`config.mk`:
```
export PLATFORM = sky130hd
export DESIGN_NAME = uart_tx_fifo
export DESIGN_NICKNAME = d
export VERILOG_FILES = /design/src/rtl/uart_tx_fifo.sv
export SDC_FILE = /design/constraint.sdc
export NUM_CORES = 2
export LEC_CHECK = 0
export CAP_MARGIN = 10
export CORE_MARGIN = 3
export CORE_UTILIZATION = 47
export CTS_BUF_LIST = sky130_fd_sc_hd__clkbuf_8
export DETAILED_ROUTE_END_ITERATION = 12
export HOLD_SLACK_MARGIN = 0.06
export PLACE_DENSITY = 0.69
export SYNTH_ARGS = -nofsm -noshare
export SYNTH_HDL_FRONTEND = slang
export SYNTH_SLANG_ARGS = --single-unit
```
`constraint.sdc`:
```
create_clock -name clk -period 40.9 [get_ports clk]
set_input_delay 6.135 -clock clk [delete_from_list [all_inputs] [get_ports clk]]
set_output_delay 6.135 -clock clk [all_outputs]
set_load 0.01 [all_outputs]
```
`src/rtl/uart_tx_fifo.sv`:
```
// Transmit FIFO feeding uart_tx: raw bytes plus a word-to-uppercase-hex formatter (optional CR/LF).
// Latency: byte write at N is visible in level/empty at N+1; earliest tx_strobe on the first baud tick at or after N+1.
// Backpressure: writes to a full FIFO are dropped and flagged sticky; the formatter stalls (never loses) on full or byte_en.
module uart_tx_fifo #(
   parameter int DEPTH_LOG2 = 8,
   parameter int WORD_W     = 32,
   parameter bit NEWLINE    = 1'b1
) (
   input  logic                  clk,
   input  logic                  reset,
   input  logic                  baud_x1,
   input  logic [7:0]            byte_data,
   input  logic                  byte_en,
   input  logic [WORD_W-1:0]     word_data,
   input  logic                  word_en,
   input  logic                  flush,
   output logic [7:0]            tx_data,
   output logic                  tx_strobe,
   input  logic                  tx_ready,
   output logic                  full,
   output logic                  empty,
   output logic [DEPTH_LOG2:0]   level,
   output logic                  overflow,
   output logic                  busy
);

   localparam int DEPTH = 1 << DEPTH_LOG2;
   localparam int NDIG  = WORD_W / 4;
   localparam int NCHR  = NDIG + (NEWLINE ? 2 : 0);
   localparam int CW    = $clog2(NCHR + 1);

   localparam logic [DEPTH_LOG2:0] DEPTH_V = (DEPTH_LOG2 + 1)'(DEPTH);
   localparam logic [CW-1:0]       NDIG_C  = CW'(NDIG);
   localparam logic [CW-1:0]       LAST_C  = CW'(NCHR - 1);

   typedef enum logic [1:0] {
      S_IDLE   = 2'd0,
      S_STROBE = 2'd1,
      S_GAP    = 2'd2
   } state_t;

   // storage and pointers (one extra bit so full and empty are distinguishable)
   logic [7:0]          mem_q [DEPTH];
   logic [DEPTH_LOG2:0] wr_ptr_q, wr_ptr_d;
   logic [DEPTH_LOG2:0] rd_ptr_q, rd_ptr_d;

   // registered status
   logic [DEPTH_LOG2:0] level_q, level_d;
   logic                full_q, full_d;
   logic                empty_q, empty_d;
   logic                ovf_q, ovf_d;

   // formatter: word shifts left one nibble per emitted digit, cnt indexes the character
   logic                busy_q, busy_d;
   logic [WORD_W-1:0]   word_q, word_d;
   logic [CW-1:0]       cnt_q, cnt_d;
   logic [3:0]          nib;
   logic [7:0]          fmt_chr;

   // read side
   state_t              state_q, state_d;
   logic [7:0]          tx_data_q, tx_data_d;
   logic                tx_strobe_q, tx_strobe_d;
   logic [7:0]          rd_dat;

   // single write port arbitration result
   logic                wr_en;
   logic [7:0]          wr_dat;

   assign nib    = word_q[WORD_W-1 -: 4];
   assign rd_dat = mem_q[rd_ptr_q[DEPTH_LOG2-1:0]];

   // character the formatter would emit this cycle: hex digit, then CR, then LF
   always_comb begin
      fmt_chr = 8'h0A;
      if (cnt_q < NDIG_C) begin
         fmt_chr = (nib < 4'd10) ? {4'h3, nib} : (8'h37 + {4'h0, nib});
      end else if (cnt_q == NDIG_C) begin
         fmt_chr = 8'h0D;
      end
   end

   // write arbitration: byte_en wins, formatter fills idle write slots, full drops bytes
   always_comb begin
      wr_en    = 1'b0;
      wr_dat   = byte_data;
      wr_ptr_d = wr_ptr_q;
      ovf_d    = ovf_q;
      busy_d   = busy_q;
      word_d   = word_q;
      cnt_d    = cnt_q;
      if (flush) begin
         wr_ptr_d = '0;
         ovf_d    = 1'b0;
         busy_d   = 1'b0;
         cnt_d    = '0;
      end else begin
         if (byte_en) begin
            // a read in the same cycle cannot rescue a write against registered full
            if (full_q) begin
               ovf_d = 1'b1;
            end else begin
               wr_en  = 1'b1;
               wr_dat = byte_data;
            end
         end else if (busy_q && !full_q) begin
            wr_en  = 1'b1;
            wr_dat = fmt_chr;
            word_d = word_q << 4;
            cnt_d  = cnt_q + CW'(1);
            if (cnt_q == LAST_C) begin
               busy_d = 1'b0;
            end
         end
         if (wr_en) begin
            wr_ptr_d = wr_ptr_q + 1'b1;
         end
         // a new word while still formatting the previous one is refused
         if (word_en) begin
            if (busy_q) begin
               ovf_d = 1'b1;
            end else begin
               busy_d = 1'b1;
               word_d = word_data;
               cnt_d  = '0;
            end
         end
      end
   end

   // read FSM: issue on a baud tick, hold strobe one baud period, then one gap tick for uart_tx to drop ready
   always_comb begin
      state_d     = state_q;
      rd_ptr_d    = rd_ptr_q;
      tx_data_d   = tx_data_q;
      tx_strobe_d = tx_strobe_q;
      if (flush) begin
         rd_ptr_d    = '0;
         tx_strobe_d = 1'b0;
         state_d     = S_IDLE;
      end else if (baud_x1) begin
         case (state_q)
            S_IDLE: begin
               if (!empty_q && tx_ready) begin
                  tx_data_d   = rd_dat;
                  rd_ptr_d    = rd_ptr_q + 1'b1;
                  tx_strobe_d = 1'b1;
                  state_d     = S_STROBE;
               end
            end
            S_STROBE: begin
               tx_strobe_d = 1'b0;
               state_d     = S_GAP;
            end
            S_GAP: begin
               state_d = S_IDLE;
            end
            default: begin
               tx_strobe_d = 1'b0;
               state_d     = S_IDLE;
            end
         endcase
      end
   end

   // status derived from next-cycle pointers so the outputs are registered yet current
   always_comb begin
      level_d = wr_ptr_d - rd_ptr_d;
      full_d  = (level_d == DEPTH_V);
      empty_d = (level_d == '0);
   end

   // state registers
   always_ff @(posedge clk) begin
      if (reset) begin
         wr_ptr_q    <= '0;
         rd_ptr_q    <= '0;
         level_q     <= '0;
         full_q      <= 1'b0;
         empty_q     <= 1'b1;
         ovf_q       <= 1'b0;
         busy_q      <= 1'b0;
         word_q      <= '0;
         cnt_q       <= '0;
         state_q     <= S_IDLE;
         tx_data_q   <= 8'h00;
         tx_strobe_q <= 1'b0;
      end else begin
         wr_ptr_q    <= wr_ptr_d;
         rd_ptr_q    <= rd_ptr_d;
         level_q     <= level_d;
         full_q      <= full_d;
         empty_q     <= empty_d;
         ovf_q       <= ovf_d;
         busy_q      <= busy_d;
         word_q      <= word_d;
         cnt_q       <= cnt_d;
         state_q     <= state_d;
         tx_data_q   <= tx_data_d;
         tx_strobe_q <= tx_strobe_d;
      end
   end

   // byte storage; contents need no reset since pointers define validity
   always_ff @(posedge clk) begin
      if (wr_en) begin
         mem_q[wr_ptr_q[DEPTH_LOG2-1:0]] <= wr_dat;
      end
   end

   assign tx_data   = tx_data_q;
   assign tx_strobe = tx_strobe_q;
   assign full      = full_q;
   assign empty     = empty_q;
   assign level     = level_q;
   assign overflow  = ovf_q;
   assign busy      = busy_q;

endmodule

```
==> impl_metrics.ini <==
[run_status]
status = finished clean

[synthesis]
synth_edf_count = 2048
synthTopCellsByArea = edfxtp_1 73%, mux4_2 9.1%, mux4_1 2.9%
synth_top_area_frac = 0.729
yosys_warnings = 0
synth.cell_area_um2 = 84300
syn_nets = 4267
yosys.area.top_type = edfxtp_1
ys_ff_latch = 2126
yosysSeqAreaShare = 0.748
synth_ff_type = edfxtp_1
yosysUniqueCellTypes = 83
syn-instance-count = 4202
async_flop_share = 0
synth.avg_cell_area_um2 = 20.1

[place]
place_area_um2 = 86700
place_hpwl_mm = 124
port_buffers = 68
place_congestion = 0.833

[power]
clockPowerShare = 0.400
switching_share = 0.210
power.leakage_nw = 28.2
combPwrFrac = 0.026
netSwitchingPower_w = 0.000877
powerDensity_nw_per_um2 = 45.1
p_int_w = 0.00330
seq_power_share = 0.574
vdd_drop_max_mv = 0.0327

[timing]
skew_ns = 0.0670
setup_violations = 0
hold_viol_final = 0
rsz0062_at_grt = false
tns_ns = 0
fmax_mhz = 101
tightest_slew_ns = 1.20
maxSlewHeadroom = 0.198
post-route-min-period_ns = 9.94
fin_crit_sh = 0.243
finalMaxSlewViolations = 0

[die]
rows = 154
dieWidth_um = 430
start_util = 0.476
coreArea_um2 = 177000
boundaryPins = 69
dieArea_um2 = 185000
die_h_um = 430

[worst_setup_path]
cpPeakStageDelay_ns = 0.89
cp-start-kind = input pin
cp_cell_sequence = clkdlybuf4s50_1 > nor2_1 > and2_1 > nand2b_1 > buf_4 > nand2_1 > o31ai_4 > buf_4 > buf_4 > buf_4
critPathRequiredTime_ns = 41.57
crit_path_frequent_cell = buf_4
crit_path_top_delay_cell = buf_4
worstPathArrival_ns = 10.61
critPathMaxFanout = 104
worst_setup_path_end_kind = flop
criticalPathCategory = in2reg

[global_routing]
grt_pass1_vias = 43500
grt_antenna_before_repair = 6
track_usage = 0.231
overflow = 0
grt_max_degree = 201
grt_pass1_wl_mm = 309

[final_layout]
mostFrequentLayoutCells = 2048 x edfxtp_1, 387 x nor2_1, 358 x clkbuf_8
nFillCells = 13700
nets = 4508
regArea_um2 = 63100
multi_input_area_um2 = 19200
final_cell_area_um2 = 92800
utilization = 0.523
final_common_cell = edfxtp_1
drive_above_1_share = 0.197
area_growth_pct = 10.0

[clocking]
numClockSinks = 2126
cts_tree = built
postCtsSetupBuffers = 0
ctsHoldBuffers = 0
numCtsBuffers = 340
clk_latency_ns = 1.02
htreeDepth = 5
cts_resized = 0
clk_path_buf_depth = 4
clk_pin_slew_ns = 0.06
cts-root-buf = clkbuf_8

[detailed_routing]
route.detailed.drc = 0
wl_mm = 214
dr.pass1.iters = 5
ant_nets = 0
wl_per_cell_um = 30.5
vias_per_cell = 6.19
vias = 43500
drt_iter0_drc = 5625

[flow_run]
maxCapViolCount = 0

[worst_hold_path]
hold_path_class = reg2reg
==> power by group through the flow <==
stage | sequential [W] | combinational (W) | clock [W]
final | 0.00240 | 0.000107 | 0.00167
after CTS | 0.00240 | 0.000107 | 0.00170
after global placement | 0.00245 | 0.000104 | 0
after global routing | 0.00240 | 0.000114 | 0.00180
after detailed placement | 0.00245 | 0.000107 | 0
after floorplan | 0.00246 | 0.0000652 | 0
==> critical path: cells and delay by family <==
| kind | cells | cell delay, ns |
|---|---|---|
| buffers and inverters | 5 | 3.46 |
| AO/OA/AOI/OAI | 1 | 0.09 |
| AND/OR/NAND/NOR | 4 | 0.65 |
==> state kept, by name (all words and copies together), names as in the netlist <==
name       count
tx_strobe      1
level          9
cnt_q          4
state_q        2
busy           1
overflow       1
wr_ptr_q       9
word_q        32
tx_data        8
full           1
rd_ptr_q       9
mem_q       2048
empty          1
==> layer usage <==
metal  GRT usage  share of wire
met2       0.358           0.47
met5           0        0.00017
met3      0.0618           0.11
met1       0.315           0.38
met4      0.0896          0.039
==> final timing paths <==
| path | from | endpoint | slack, ns | depth (start not counted) |
|---|---|---|---|---|
| max | byte_en | mem_q[45][6]$_DFFE_PP_ | 30.96 | 10 |
| min | word_q[16]$_SDFFE_PP0N_ | word_q[16]$_SDFFE_PP0N_ | 0.47 | 2 |
| max reg2reg | rd_ptr_q[1]$_SDFF_PP0_ | tx_data[0]$_SDFFE_PP0P_ | 35.18 | 10 |
| min reg2reg | word_q[16]$_SDFFE_PP0N_ | word_q[16]$_SDFFE_PP0N_ | 0.47 | 2 |
==> per-stage QoR <==
stage	hold WS, ns	worst slack (ns)	std cells	total power (W)
floorplan	0.441	21.44	4202	0.00253
global placement	0.453	30.19	6441	0.00255
detailed placement	0.459	30.02	6441	0.00255
CTS	0.474	31.12	7025	0.00421
global route	0.487	30.80	7026	0.00431
finish	0.471	30.96	7027	0.00418
==> synthesized netlist by cell type (8+ instances only) <==
| cell type | number |
|---|---|
| xnor2_1 | 10 |
| nand3_1 | 28 |
| nand2_1 | 83 |
| or2_2 | 10 |
| clkbuf_1 | 101 |
| o31ai_1 | 8 |
| nor2b_1 | 20 |
| buf_6 | 19 |
| buf_2 | 42 |
| o221ai_1 | 70 |
| a211oi_1 | 22 |
| buf_4 | 19 |
| mux4_1 | 92 |
| a221oi_2 | 15 |
| clkbuf_8 | 26 |
| and2_1 | 13 |
| a31oi_1 | 13 |
| nand2b_1 | 20 |
| xor2_1 | 12 |
| o22ai_1 | 26 |
| a221oi_1 | 24 |
| buf_8 | 18 |
| ha_1 | 17 |
| inv_1 | 16 |
| o21ai_1 | 10 |
| dfxtp_1 | 78 |
| mux2i_1 | 209 |
| a22oi_1 | 75 |
| mux4_2 | 341 |
| o211ai_1 | 15 |
| nor3_1 | 11 |
| a21oi_1 | 111 |
| buf_12 | 29 |
| mux2_2 | 15 |
| edfxtp_1 | 2048 |
| o21ai_0 | 45 |
| a22o_1 | 16 |
| nor2_1 | 388 |
==> final cells by class <==
class | count | share of cell area
Tap cell | 2340 | 0.0316
Clock inverter | 226 | 0.0130
Sequential cell | 2126 | 0.680
Timing Repair Buffer | 158 | 0.0151
Multi-Input combinational cell | 1801 | 0.207
Clock buffer | 358 | 0.0531
Antenna cell | 2 | 0.0000539
Inverter | 16 | 0.000647
==> logic make-up after synthesis <==
family / after synthesis / share of synthesized area
buffers and inverters: 275 / 0.0266
multiplexers: 657 / 0.147
XOR/XNOR: 23 / 0.00255
AND/OR/NAND/NOR: 601 / 0.0306
flip-flops: 2126 / 0.748
AO/OA/AOI/OAI: 502 / 0.0432
adder cells (fa/ha/maj): 18 / 0.00276
No activity file was read; power rests on OpenSTA's default activity.
